--- src/rtl/irq_defs_pkg.sv ---
// Shared definitions for the interrupt sequencer: FSM encodings, source indices
// and the cause-field width.
package irq_defs;
    localparam int NSRC_DEF = 3;
    localparam int CAUSE_W  = 2;

    localparam logic [CAUSE_W-1:0] SRC_TIMER   = 2'd0;
    localparam logic [CAUSE_W-1:0] SRC_UART_RX = 2'd1;
    localparam logic [CAUSE_W-1:0] SRC_UART_TX = 2'd2;

    typedef enum logic [1:0] {
        ST_IDLE    = 2'b00,
        ST_ARM     = 2'b01,
        ST_FIRE    = 2'b10,
        ST_HANDLER = 2'b11
    } state_e;
endpackage

--- src/rtl/irq_edge_latch.sv ---
// One interrupt source: rising-edge detector feeding a set/clear pending bit.
// A new edge beats a clear arriving in the same cycle.
module irq_edge_latch (
    input  logic clk,
    input  logic reset,
    input  logic src_i,
    input  logic clr_i,
    output logic pending_o
);
    logic hist_q, primed_q, pend_q, pend_d, rise;

    // The first sample after reset only loads history, so a line held high
    // across reset release is not mistaken for an edge.
    assign rise   = src_i & ~hist_q & primed_q;
    assign pend_d = rise | (pend_q & ~clr_i);

    always_ff @(posedge clk) begin
        if (reset) begin
            hist_q   <= 1'b0;
            primed_q <= 1'b0;
            pend_q   <= 1'b0;
        end else begin
            hist_q   <= src_i;
            primed_q <= 1'b1;
            pend_q   <= pend_d;
        end
    end

    assign pending_o = pend_q;
endmodule

--- src/rtl/irq_sequencer.sv ---
// Interrupt sequencer: latches edge requests, picks the highest-priority
// enabled source and injects a one-cycle IRQ at a pipeline-safe moment.
module irq_sequencer
    import irq_defs::*;
#(
    parameter int              NSRC   = NSRC_DEF,
    parameter logic [NSRC-1:0] EN_RST = '1
) (
    input  logic                clk,
    input  logic                reset,
    input  logic [NSRC-1:0]     irq_src,
    input  logic                id_valid,
    input  logic                id_stall,
    input  logic                id_pc31,
    input  logic                id_is_jump,
    input  logic                ex_branch_taken,
    input  logic                handler_exit,
    input  logic                cfg_we,
    input  logic [2*NSRC-1:0]   cfg_wdata,
    output logic                irq_out,
    output logic [CAUSE_W-1:0]  irq_cause,
    output logic [NSRC-1:0]     irq_pending,
    output logic [NSRC-1:0]     irq_enable,
    output logic                in_handler
);
    state_e               state_q, state_d;
    logic [CAUSE_W-1:0]   cause_q, cause_d, winner;
    logic [NSRC-1:0]      enable_q, pending, clr, eligible;
    logic                 safe;

    for (genvar i = 0; i < NSRC; i++) begin : g_src
        assign clr[i] = ((state_q == ST_FIRE) && (cause_q == CAUSE_W'(i)))
                      | (cfg_we & cfg_wdata[NSRC+i]);
        irq_edge_latch u_latch (
            .clk      (clk),
            .reset    (reset),
            .src_i    (irq_src[i]),
            .clr_i    (clr[i]),
            .pending_o(pending[i])
        );
    end

    always_ff @(posedge clk) begin
        if (reset)       enable_q <= EN_RST;
        else if (cfg_we) enable_q <= cfg_wdata[NSRC-1:0];
    end

    assign eligible = pending & enable_q;

    always_comb begin
        winner = '0;
        for (int i = NSRC-1; i >= 0; i--)
            if (eligible[i]) winner = CAUSE_W'(i);
    end

    // Never interrupt a bubble, a stalled slot, kernel code, a jump or a flush.
    assign safe = id_valid & ~id_stall & ~id_pc31 & ~id_is_jump & ~ex_branch_taken;

    always_ff @(posedge clk) begin
        if (reset) begin
            state_q <= ST_IDLE;
            cause_q <= '0;
        end else begin
            state_q <= state_d;
            cause_q <= cause_d;
        end
    end

    always_comb begin
        state_d = state_q;
        cause_d = cause_q;
        case (state_q)
            ST_IDLE: begin
                if (|eligible) begin
                    state_d = ST_ARM;
                    cause_d = winner;
                end
            end
            ST_ARM: begin
                if (!enable_q[cause_q] || !pending[cause_q]) state_d = ST_IDLE;
                else if (safe)                               state_d = ST_FIRE;
            end
            ST_FIRE:    state_d = ST_HANDLER;
            ST_HANDLER: if (handler_exit) state_d = ST_IDLE;
            default:    state_d = ST_IDLE;
        endcase
    end

    assign irq_out     = (state_q == ST_FIRE);
    assign in_handler  = (state_q == ST_FIRE) || (state_q == ST_HANDLER);
    assign irq_cause   = cause_q;
    assign irq_pending = pending;
    assign irq_enable  = enable_q;
endmodule

--- config.mk ---
export PLATFORM = sky130hd
export DESIGN_NAME = irq_sequencer
export DESIGN_NICKNAME = d
export VERILOG_FILES = /design/src/rtl/irq_defs_pkg.sv /design/src/rtl/irq_edge_latch.sv /design/src/rtl/irq_sequencer.sv
export SDC_FILE = /design/constraint.sdc
export NUM_CORES = 1
export LEC_CHECK = 0
export CAP_MARGIN = 20
export CORE_AREA = 2 2 39 41
export DETAILED_ROUTE_END_ITERATION = 7
export DIE_AREA = 0 0 41 43
export DONT_BUFFER_PORTS = 1
export SLEW_MARGIN = 20
export SYNTH_ARGS = -nofsm -noshare
export SYNTH_HDL_FRONTEND = slang
export SYNTH_SLANG_ARGS = --single-unit
export TNS_END_PERCENT = 10
--- constraint.sdc ---
create_clock -name clk -period 2.2 [get_ports clk]
set_clock_uncertainty 0.2 [all_clocks]
set_input_delay 0.33 -clock clk [delete_from_list [all_inputs] [get_ports clk]]
set_output_delay 0.33 -clock clk [all_outputs]
set_load 0.03 [all_outputs]
==> results.txt, run 1 <==
----------------------------------------------------
[Status]
  Outcome ... finished, final reports clean

[Worst hold path]
  Hold-critical path endpoint ... irq_enable[1]
  HP Class ... in -> reg
  Origin of the worst min-delay path ... cfg_wdata[1]
  Worst hold path cell count ... 2

[Power and ir drop]
  Part of the total power dissipated in combinational logic ... 16.3%
  Leakage component of the power ... 0.3208 nW
  Switching Fraction ... 27.12%
  Net Sw Power ... 0.0001382 W
  Clock network fraction of total power ... 27.4%
  Final total power ... 0.0005094 W
  Portion of total power attributed to sequential cells ... 56.3%
  Worst ir drop on vdd ... 375.9 uV
  Power per standard cell area ... 669.6 nW/um2
  Internal power ... 0.0003712 W

[Timing]
  Sum Neg Setup Slack ... 0 ns
  Max transition margin ... 68.43%
  Period utilization ... 81.34%
  Unrepaired setup endpoints after global routing ... no
  Final Max Tran Viols ... 0
  Worst Max-Slew Pin Slew ... 0.4729 ns
  Number of hold violations in the final report ... 0
  Peak clock frequency supported by timing ... 558.8 MHz
  Shortest clock period the worst path allows after layout ... 1.790 ns
  Endpoints failing setup ... 0
  Crit path setup slack, layout ... 0.4105 ns

[Floorplan]
  Overall die width ... 41 um
  Effective utilization at floorplan ... 46.11%
  Placeable core region ... 1384 um2
  IO Pins ... 28
  DIE AREA ... 1763 um2
  Chip Height ... 43 um
  Standard-cell row count ... 14

[Route]
  DRC violation count after routing ... 0
  Post-detailed-route via-to-cell ratio ... 5.894
  Final WL ... 1.451 mm
  Via total after detailed routing ... 554
  Number of detailed-routing iterations run before antenna repair ... 4
  Avg WL per Cell ... 15.44 um
  Antenna-violating nets left ... 0
  DRC violation total after the first TritonRoute iteration ... 13

[Layout]
  Non-Filler Cell Area, Final ... 760.7 um2
  Number of diodes ... 0
  Relative area change from synthesis to final layout ... 19.22%
  Fraction of layout cells with a size suffix above 1 ... 17.95%
  Multi-input logic area ... 314.1 um2
  Most frequent cells in the layout ... dfxtp_1 (14), nand2_1 (10), buf_4 (8)
  Commonest non-fill, non-tap cell in the layout ... dfxtp_1
  Combined flip-flop and latch cell area ... 280.3 um2
  Total of fill cells in the finished design ... 121
  Final net count ... 98

[Placed design]
  HPWL after detailed placement ... 1.093 mm
  Worst Setup Slack post-DPL ... 0.4140 ns
  Placed inst area ... 678.2 um2
  Port-buffer cells ... 0
  Final weighted congestion in routability-driven placement ... 0.7685

[Worst setup path]
  Source of the worst register-to-register timing path ... irq_cause[1]
  Kind of start point of the critical path ... flip-flop
  Cells on worst reg2reg path ... 4
  Setup slack, reg-to-reg ... 0.41 ns
  Endpoint required time on the critical path ... 2.19 ns
  R2r endpoint ... state_q[0]
  Highest fanout seen on the critical path ... 8
  Critical path arrival ... 1.78 ns
  Category of the critical setup timing path ... reg -> reg
  Worst setup EP type ... flip-flop

[Clocking]
  Number of clock sinks seen by CTS ... 14
  Root cell of the clock tree ... clkbuf_4
  Clock network latency to the later pin of the worst-skew pair ... 0.27 ns
  Maximum clock path buffer count ... 2
  CTS Buf Count ... 3
  CTS H-tree depth ... 1
  Gates resized, CTS repair ... 0
  Register clock-pin slew on the reported worst setup and hold paths ... 0.08 ns
  CTS tree ... yes

[Global route]
  Overflow after GRT ... 0
  Number of antenna violations at the first check in global routing ... 0
  Vias in the first global route ... 511
  Maximum number of pins on one net before global-route repair ... 10
  Total GRT Usage ... 18.60%
  Global-route wire length before repair ... 2.166 mm

[Logic synthesis]
  Post-Syn Nets ... 85
  Number of synthesized flops with an enable pin ... 0
  Average cell area after synthesis ... 9.524 um2
  Number of instances in the synthesized netlist ... 67
  Yosys reg bits ... 14
  Portion of the post-synthesis area used by sequential elements ... 43.92%
  Ys async rst share ... 0%
  Most used flip-flop cell after synthesis ... dfxtp_1
  Area of the mapped netlist ... 638.1 um2
  Netlist cell types ... 30
  Synthesis Warnings ... 0

[Flow run]
  Number of max-cap violations ... 0

----------------------------------------------------
synthesized netlist by cell type (2+ instances only):
library cell | instances | share of area [%]
buf_4 | 3 | 3.5
dfxtp_1 | 14 | 44
nand2_1 | 10 | 5.9
o311a_1 | 2 | 3.1
a22oi_1 | 2 | 2.4
nand4b_1 | 2 | 2.7
a41o_1 | 2 | 3.1
nor2b_1 | 3 | 2.9
a21oi_1 | 3 | 2.4
and3b_1 | 2 | 2.7
mux2i_1 | 3 | 4.7
nand3b_1 | 3 | 3.5
worst max path at each step:
stage / startpoint / to / slack [ns] / cells after the start
detailed placement: irq_cause[1] / state_q[0] / 0.41 / 4
global route: irq_cause[1] / state_q[0] / 0.32 / 4
floorplan: irq_enable[0] / state_q[0] / 0.44 / 4
global placement: irq_cause[1] / state_q[0] / 0.49 / 4
CTS: irq_cause[1] / state_q[0] / 0.40 / 4
finish: irq_cause[1] / state_q[0] / 0.41 / 4
flip-flops by register name (all words and copies together) (netlist names), named ones only:
name / cells
g_src.u_latch.hist_q: 3
g_src.u_latch.pending_o: 3
irq_enable: 3
irq_cause: 2
g_src.u_latch.primed_q: 1
state_q: 1
cell type report:
cell class                      count  area share (%)
Multi-Input combinational cell     46           41.28
Sequential cell                    14           36.84
Timing Repair Buffer               14           15.79
Clock buffer                        3           2.961
Tap cell                           16           2.632
Inverter                            1          0.4934
critical path, stage by stage, from the launching register on:
cell	delay (ns)
dfxtp_1	0.62
nand4b_1	0.16
o311a_1	0.17
o311a_1	0.34
a311oi_1	0.23
cells by family (layout without fill, tap and decap cells):
kind of cell / after synthesis / count (layout) / synth area share [%]
AO/OA/AOI/OAI: 13 / 13 / 15.69
flip-flops: 14 / 14 / 43.92
multiplexers: 3 / 3 / 4.706
buffers and inverters: 7 / 18 / 6.861
AND/OR/NAND/NOR: 30 / 30 / 28.83
power groups by stage:
stage | Combinational, W | Sequential [W] | Clock [W]
floorplan | 0.0000502 | 0.000300 | 0
global placement | 0.0000690 | 0.000292 | 0
detailed placement | 0.0000695 | 0.000293 | 0
CTS | 0.0000818 | 0.000287 | 0.000141
global route | 0.0000892 | 0.000290 | 0.000154
finish | 0.0000830 | 0.000287 | 0.000139
metal layers:
metal	GRT usage, %	vias to the layer above	wire [um]
li1	-	270	-
met4	10.67	0	38
met3	6.806	4	163
met1	22.70	254	623
met2	26.88	26	626
met5	0	-	0
metrics by stage:
step	util, %	std cells	hold WS (ns)
after global placement	49.01	85	0.2008
after global routing	54.97	94	0.005384
after CTS	54.97	94	0.009365
final	54.97	94	0.009531
after floorplan	-	67	0.2582
after detailed placement	49.01	85	0.2020
what timing repair did:
item	CTS	global route
endpoints found under the hold margin	11	0
hold buffers	6	0
endpoints found under the setup margin	0	0
setup buffers	0	0
(Power assumes the default switching activity.)
==> inputs of run 2 (changes only) <==
--- a/config.mk
+++ b/config.mk
@@ -10,6 +10,7 @@
 export DETAILED_ROUTE_END_ITERATION = 7
 export DIE_AREA = 0 0 41 43
 export DONT_BUFFER_PORTS = 1
+export PLACE_DENSITY = 0.65
 export SLEW_MARGIN = 20
 export SYNTH_ARGS = -nofsm -noshare
 export SYNTH_HDL_FRONTEND = slang
==> constraint.sdc (replaced) <==
create_clock -name clk -period 1.43 [get_ports clk]
set_clock_uncertainty 0.2 [all_clocks]
set_input_delay 0.2145 -clock clk [delete_from_list [all_inputs] [get_ports clk]]
set_output_delay 0.2145 -clock clk [all_outputs]
set_load 0.03 [all_outputs]
==> results.txt, run 2 (synthesized netlist as in run 1, its figures left out) <==
----------------------------------------------------
[Timing]
  Crit path setup slack, layout ... -0.07689 ns (-0.4874 ns)
  Period utilization ... 105.4% (+24 points)
  Hold_ws ... -0.05124 ns (-0.06077 ns)
  Worst Max-Slew Pin Slew ... 0.2965 ns (-0.1763 ns)
  Endpoints failing setup ... 2 (+2)
  Number of hold violations in the final report ... 1 (+1)
  Sum Neg Setup Slack ... -0.1234 ns (-0.1234 ns)
  Max transition margin ... 80.17% (+12 points)
  Unrepaired setup endpoints after global routing ... yes
  Shortest clock period the worst path allows after layout ... 1.507 ns (-0.2826 ns)
  Final Max Tran Viols ... 0 (unchanged)
  Peak clock frequency supported by timing ... 663.6 MHz (+19%)

[Floorplan]
  Effective utilization at floorplan ... 46.11% (unchanged)
  IO Pins ... 28 (unchanged)
  Overall die width ... 41 um (unchanged)
  Standard-cell row count ... 14 (unchanged)
  Chip Height ... 43 um (unchanged)
  Placeable core region ... 1384 um2 (unchanged)
  DIE AREA ... 1763 um2 (unchanged)

[Layout]
  Fraction of layout cells with a size suffix above 1 ... 32.99% (+15 points)
  Relative area change from synthesis to final layout ... 50.98%
  Commonest non-fill, non-tap cell in the layout ... dlygate4sd3_1
  Most frequent cells in the layout ... dlygate4sd3_1 (16), buf_4 (14), nand2_1 (10)
  Final net count ... 116 (+18%)
  Number of diodes ... 0 (unchanged)

[Worst setup path]
  Category of the critical setup timing path ... reg -> reg
  Critical path arrival ... 1.49 ns (-0.29 ns)
  Worst setup EP type ... flip-flop
  Highest fanout seen on the critical path ... 2 (-6)
  Endpoint required time on the critical path ... 1.42 ns (-0.77 ns)
  CP max stage cell ... dfxtp_2
  Kind of start point of the critical path ... flip-flop
  Biggest cell delay along the critical path ... 0.36 ns (-0.26 ns)
  Cell-by-cell listing of the critical path ... nand2_4 -> o311a_1 -> o311a_1 -> a311oi_1
  Setup slack, reg-to-reg ... -0.08 ns (-0.49 ns)
  Cell seen most often among critical-path stages ... o311a_1

[Status]
  Violations in the final reports ... negative hold slack, negative setup slack
  Outcome ... finished, violations left

[Route]
  DRC violation total after the first TritonRoute iteration ... 8 (-5)
  DRC violation count after routing ... 0 (unchanged)
  Post-detailed-route via-to-cell ratio ... 5.531 (-6.2%)
  Number of detailed-routing iterations run before antenna repair ... 4 (unchanged)
  Via total after detailed routing ... 625 (+13%)
  Final WL ... 1.565 mm (+7.9%)
  Antenna-violating nets left ... 0 (unchanged)
  Avg WL per Cell ... 13.85 um (-10%)

[Global route]
  Total GRT Usage ... 21.76% (+3.2 points)
  Maximum number of pins on one net before global-route repair ... 9 (-1)
  Overflow after GRT ... 0 (unchanged)
  Number of antenna violations at the first check in global routing ... 0 (unchanged)
  Global-route wire length before repair ... 2.566 mm (+18%)
  Vias in the first global route ... 600 (+17%)

[Clocking]
  CTS Buf Count ... 3 (unchanged)
  CTS H-tree depth ... 1 (unchanged)
  Register clock-pin slew on the reported worst setup and hold paths ... 0.08 ns (about the same)
  Quantity of hold-fixing buffers added after cts ... 16 (+10)
  CTS tree ... yes
  Root cell of the clock tree ... clkbuf_4
  Maximum clock path buffer count ... 2 (unchanged)
  Number of clock sinks seen by CTS ... 14 (unchanged)
  Clock network latency to the later pin of the worst-skew pair ... 0.27 ns (about the same)

[Worst hold path]
  HP Class ... in -> reg

[Power and ir drop]
  Final total power ... 0.0008438 W (+66%)
  Leakage component of the power ... 0.4145 nW (+29%)
  Power per standard cell area ... 875.8 nW/um2 (+31%)
  Worst ir drop on vdd ... 425.7 uV (+13%)

[Placed design]
  Port-buffer cells ... 0 (unchanged)
  Final weighted congestion in routability-driven placement ... 0.7990 (+4.0%)
  HPWL after detailed placement ... 1.139 mm (+4.2%)

[Flow run]
  Number of max-cap violations ... 0 (unchanged)

----------------------------------------------------
run 2: changes by cell type in the layout (fill, tap and decap cells not counted), sizes merged:
cell and change:
clkbuf +1, dlygate4sd3 +10, buf +8
run 2: power by group:
group	internal [W]	leakage [nW]	switching, W
registers	0.000414	0.117	0.0000159
logic	0.0000925	0.282	0.0000906
clock network	0.000108	0.0150	0.000123
total	0.000614	0.414	0.000229
run 2: final timing paths:
kind | start | to | cells past startpoint
setup / recovery | g_src[0].u_latch.pending_o | state_q[0] | 4
hold / removal | id_stall | flip-flop | 3
setup reg to reg | g_src[0].u_latch.pending_o | state_q[0] | 4
hold reg to reg | g_src[0].u_latch.hist_q | g_src[0].u_latch.pending_o | 2
run 2: final cells by class:
cell class,count,area (um2)
fillers,112,420.4
multi-input cells,46,330.3
flip-flops and latches,14,295.3
repair buffers,32,287.8
clock buffers,4,26.28
well taps,16,20.02
inverters,1,3.754
run 2: stage by stage:
stage                     area [um2]  setup slack, ns  util (%)  hold WS (ns)  std cells
after floorplan                658.1         -0.09505         -        0.1424         67
after global placement         750.7         -0.05731     54.25       0.08149         92
after detailed placement       750.7          -0.1093     54.25       0.07975         92
after CTS                      957.2         -0.08744     69.17      -0.03270        113
after global routing           963.4          -0.1255     69.62      -0.03487        113
final                          963.4         -0.07689     69.62      -0.05124        113
run 2: critical path, delay by kind of cell (launching register included):
family / cells / cell delay (ns)
AOI/OAI and AO/OA: 3 / 0.81
DFF: 1 / 0.36
and+or+nand+nor: 1 / 0.05
run 2: what timing repair did:
item                                    4_1_cts  5_1_grt
resized for setup                             5        1
pin swaps                                     0        0
setup buffers                                 1        0
endpoints found under the setup margin        2        3
endpoints found under the hold margin        14        1
run 2: per-layer routing:
metal / part of all wire [%] / vias to the layer above / global-route usage, %
li1: - / 305 / -
met1: 41 / 290 / 26.40
met2: 51 / 26 / 34.06
met3: 6.8 / 4 / 5.236
met4: 1.3 / 0 / 10.67
met5: 0 / - / 0
==> inputs of run 3 (changes only) <==
--- a/config.mk
+++ b/config.mk
@@ -10,7 +10,9 @@
 export DETAILED_ROUTE_END_ITERATION = 7
 export DIE_AREA = 0 0 41 43
 export DONT_BUFFER_PORTS = 1
+export MAX_ROUTING_LAYER = met4
 export PLACE_DENSITY = 0.65
+export SETUP_SLACK_MARGIN = 0.1
 export SLEW_MARGIN = 20
 export SYNTH_ARGS = -nofsm -noshare
 export SYNTH_HDL_FRONTEND = slang
==> results.txt, run 3 (synthesized netlist as in run 1, its figures left out) <==
----------------------------------------------------
[Status]
  Outcome ... finished, violations left
  Violations in the final reports ... negative hold slack, negative setup slack

[Route]
  Antenna-violating nets left ... 0 (unchanged)
  Post-detailed-route via-to-cell ratio ... 5.384 (-2.7%)
  DRC violation total after the first TritonRoute iteration ... 9 (+1)
  DRC violation count after routing ... 0 (unchanged)
  Via total after detailed routing ... 603 (-3.5%)
  Final WL ... 1.561 mm (-0.26%)
  Number of detailed-routing iterations run before antenna repair ... 4 (unchanged)
  Avg WL per Cell ... 13.94 um (+0.63%)

[Worst setup path]
  Critical path arrival ... 1.49 ns (about the same)
  Cell seen most often among critical-path stages ... o311a_1
  Cell family contributing the most delay on the critical path ... compound AO/OA/AOI/OAI gates
  Highest fanout seen on the critical path ... 2 (unchanged)
  Kind of start point of the critical path ... flip-flop
  Worst setup EP type ... flip-flop
  CP max stage cell ... dfxtp_2
  Biggest cell delay along the critical path ... 0.35 ns (about the same)
  Category of the critical setup timing path ... reg -> reg
  Bufs and invs on worst path ... 0 (unchanged)
  Cell-by-cell listing of the critical path ... nand2_4 -> o311a_1 -> o311a_1 -> a311oi_1
  Endpoint required time on the critical path ... 1.41 ns (about the same)

[Floorplan]
  Overall die width ... 41 um (unchanged)
  Effective utilization at floorplan ... 46.11% (unchanged)
  Placeable core region ... 1384 um2 (unchanged)
  Chip Height ... 43 um (unchanged)
  DIE AREA ... 1763 um2 (unchanged)
  Standard-cell row count ... 14 (unchanged)
  IO Pins ... 28 (unchanged)

[Power and ir drop]
  Power per standard cell area ... 872.0 nW/um2 (-0.43%)
  Worst ir drop on vdd ... 552.4 uV (+30%)
  Final total power ... 0.0008423 W (-0.17%)
  Leakage component of the power ... 0.4131 nW (-0.33%)

[Layout]
  Fraction of layout cells with a size suffix above 1 ... 35.42% (+2.4 points)
  Count of placed standard cells in the final layout, fillers left out ... 112 (-0.88%)
  Most frequent cells in the layout ... dlygate4sd3_1 (15), buf_4 (12), nand2_1 (10)
  Commonest non-fill, non-tap cell in the layout ... dlygate4sd3_1
  Number of diodes ... 0 (unchanged)
  Final core utilization ... 69.80% (+0.18 points)
  Relative area change from synthesis to final layout ... 51.37%
  Final net count ... 115 (-0.86%)

[Placed design]
  Number of placed cells counting well taps ... 92 (unchanged)
  Final weighted congestion in routability-driven placement ... 0.8105 (+1.4%)
  Port-buffer cells ... 0 (unchanged)
  HPWL after detailed placement ... 1.139 mm (unchanged)

[Timing]
  Number of hold violations in the final report ... 1 (unchanged)
  Endpoints failing setup ... 2 (unchanged)
  Max transition margin ... 76.76% (-3.4 points)
  Unrepaired setup endpoints after global routing ... yes
  Sum Neg Setup Slack ... -0.1200 ns (+0.003438 ns)
  Crit path setup slack, layout ... -0.07592 ns (+0.0009759 ns)
  Peak clock frequency supported by timing ... 664.0 MHz (about the same)
  Final Max Tran Viols ... 0 (unchanged)
  Period utilization ... 105.3% (about the same)
  Shortest clock period the worst path allows after layout ... 1.506 ns (-0.0009759 ns)
  Worst Max-Slew Pin Slew ... 0.3454 ns (+0.04888 ns)
  Hold_ws ... -0.03209 ns (+0.01914 ns)

[Global route]
  Total GRT Usage ... 21.68% (-0.081 points)
  Global-route wire length before repair ... 2.490 mm (-3.0%)
  Overflow after GRT ... 0 (unchanged)
  Vias in the first global route ... 583 (-2.8%)
  Number of antenna violations at the first check in global routing ... 0 (unchanged)
  Maximum number of pins on one net before global-route repair ... 9 (unchanged)

[Clocking]
  Quantity of hold-fixing buffers added after cts ... 15 (-1)
  CTS tree ... yes
  Number of clock sinks seen by CTS ... 14 (unchanged)
  Clock network latency to the later pin of the worst-skew pair ... 0.27 ns (about the same)
  Register clock-pin slew on the reported worst setup and hold paths ... 0.08 ns (about the same)
  CTS Buf Count ... 3 (unchanged)
  Root cell of the clock tree ... clkbuf_4
  Maximum clock path buffer count ... 2 (unchanged)
  CTS H-tree depth ... 1 (unchanged)

[Worst hold path]
  HP Class ... in -> reg

[Flow run]
  Number of max-cap violations ... 0 (unchanged)

----------------------------------------------------
run 3: worst reg2reg max path, stage by stage, from the launching register on:
cell and delay, ns:
dfxtp_2 0.35, nand2_4 0.05, o311a_1 0.30, o311a_1 0.33, a311oi_1 0.18
run 3: final timing paths:
| kind | cells past startpoint | startpoint | slack (ns) | endpoint |
|---|---|---|---|---|
| worst max register to register | 4 | g_src[0].u_latch.pending_o | -0.08 | state_q[0] |
| worst max-delay path | 4 | g_src[0].u_latch.pending_o | -0.08 | state_q[0] |
| worst min register to register | 2 | g_src[0].u_latch.hist_q | 0.30 | g_src[0].u_latch.pending_o |
| worst min-delay path | 3 | ex_branch_taken | -0.03 | flip-flop |
run 3: final cells by class:
class / instances / area (um2)
well taps: 16 / 20.02
multi-input cells: 46 / 335.3
flip-flops and latches: 14 / 295.3
inverters: 1 / 3.754
repair buffers: 31 / 285.3
clock buffers: 4 / 26.28
fillers: 109 / 417.9
run 3: metrics by stage:
stage	instance area (um2)	setup WS [ns]
after global routing	965.9	-0.1263
after detailed placement	750.7	-0.1093
final	965.9	-0.07592
after CTS	962.2	-0.08744
after floorplan	658.1	-0.09505
after global placement	750.7	-0.05731
run 3: repair_timing:
item                                    4_1_cts  5_1_grt
buffers inserted                              1        0
endpoints found under the setup margin        4        6
pin swaps                                     3        1
hold endpoints to repair                     14        1
gates resized for setup                       9        1
run 3: layer usage:
metal	share of wire [%]	track usage (%)	up-vias
met2	50	32.50	17
li1	-	-	303
met1	42	25.74	279
met4	1.5	10.67	0
met3	5.8	5.759	4
met5	0	-	-
run 3: report_power, final:
group | internal (W) | total, W | switching [W]
logic | 0.0000916 | 0.000183 | 0.0000917
clock network | 0.000108 | 0.000230 | 0.000122
registers | 0.000414 | 0.000429 | 0.0000156
total | 0.000614 | 0.000842 | 0.000229
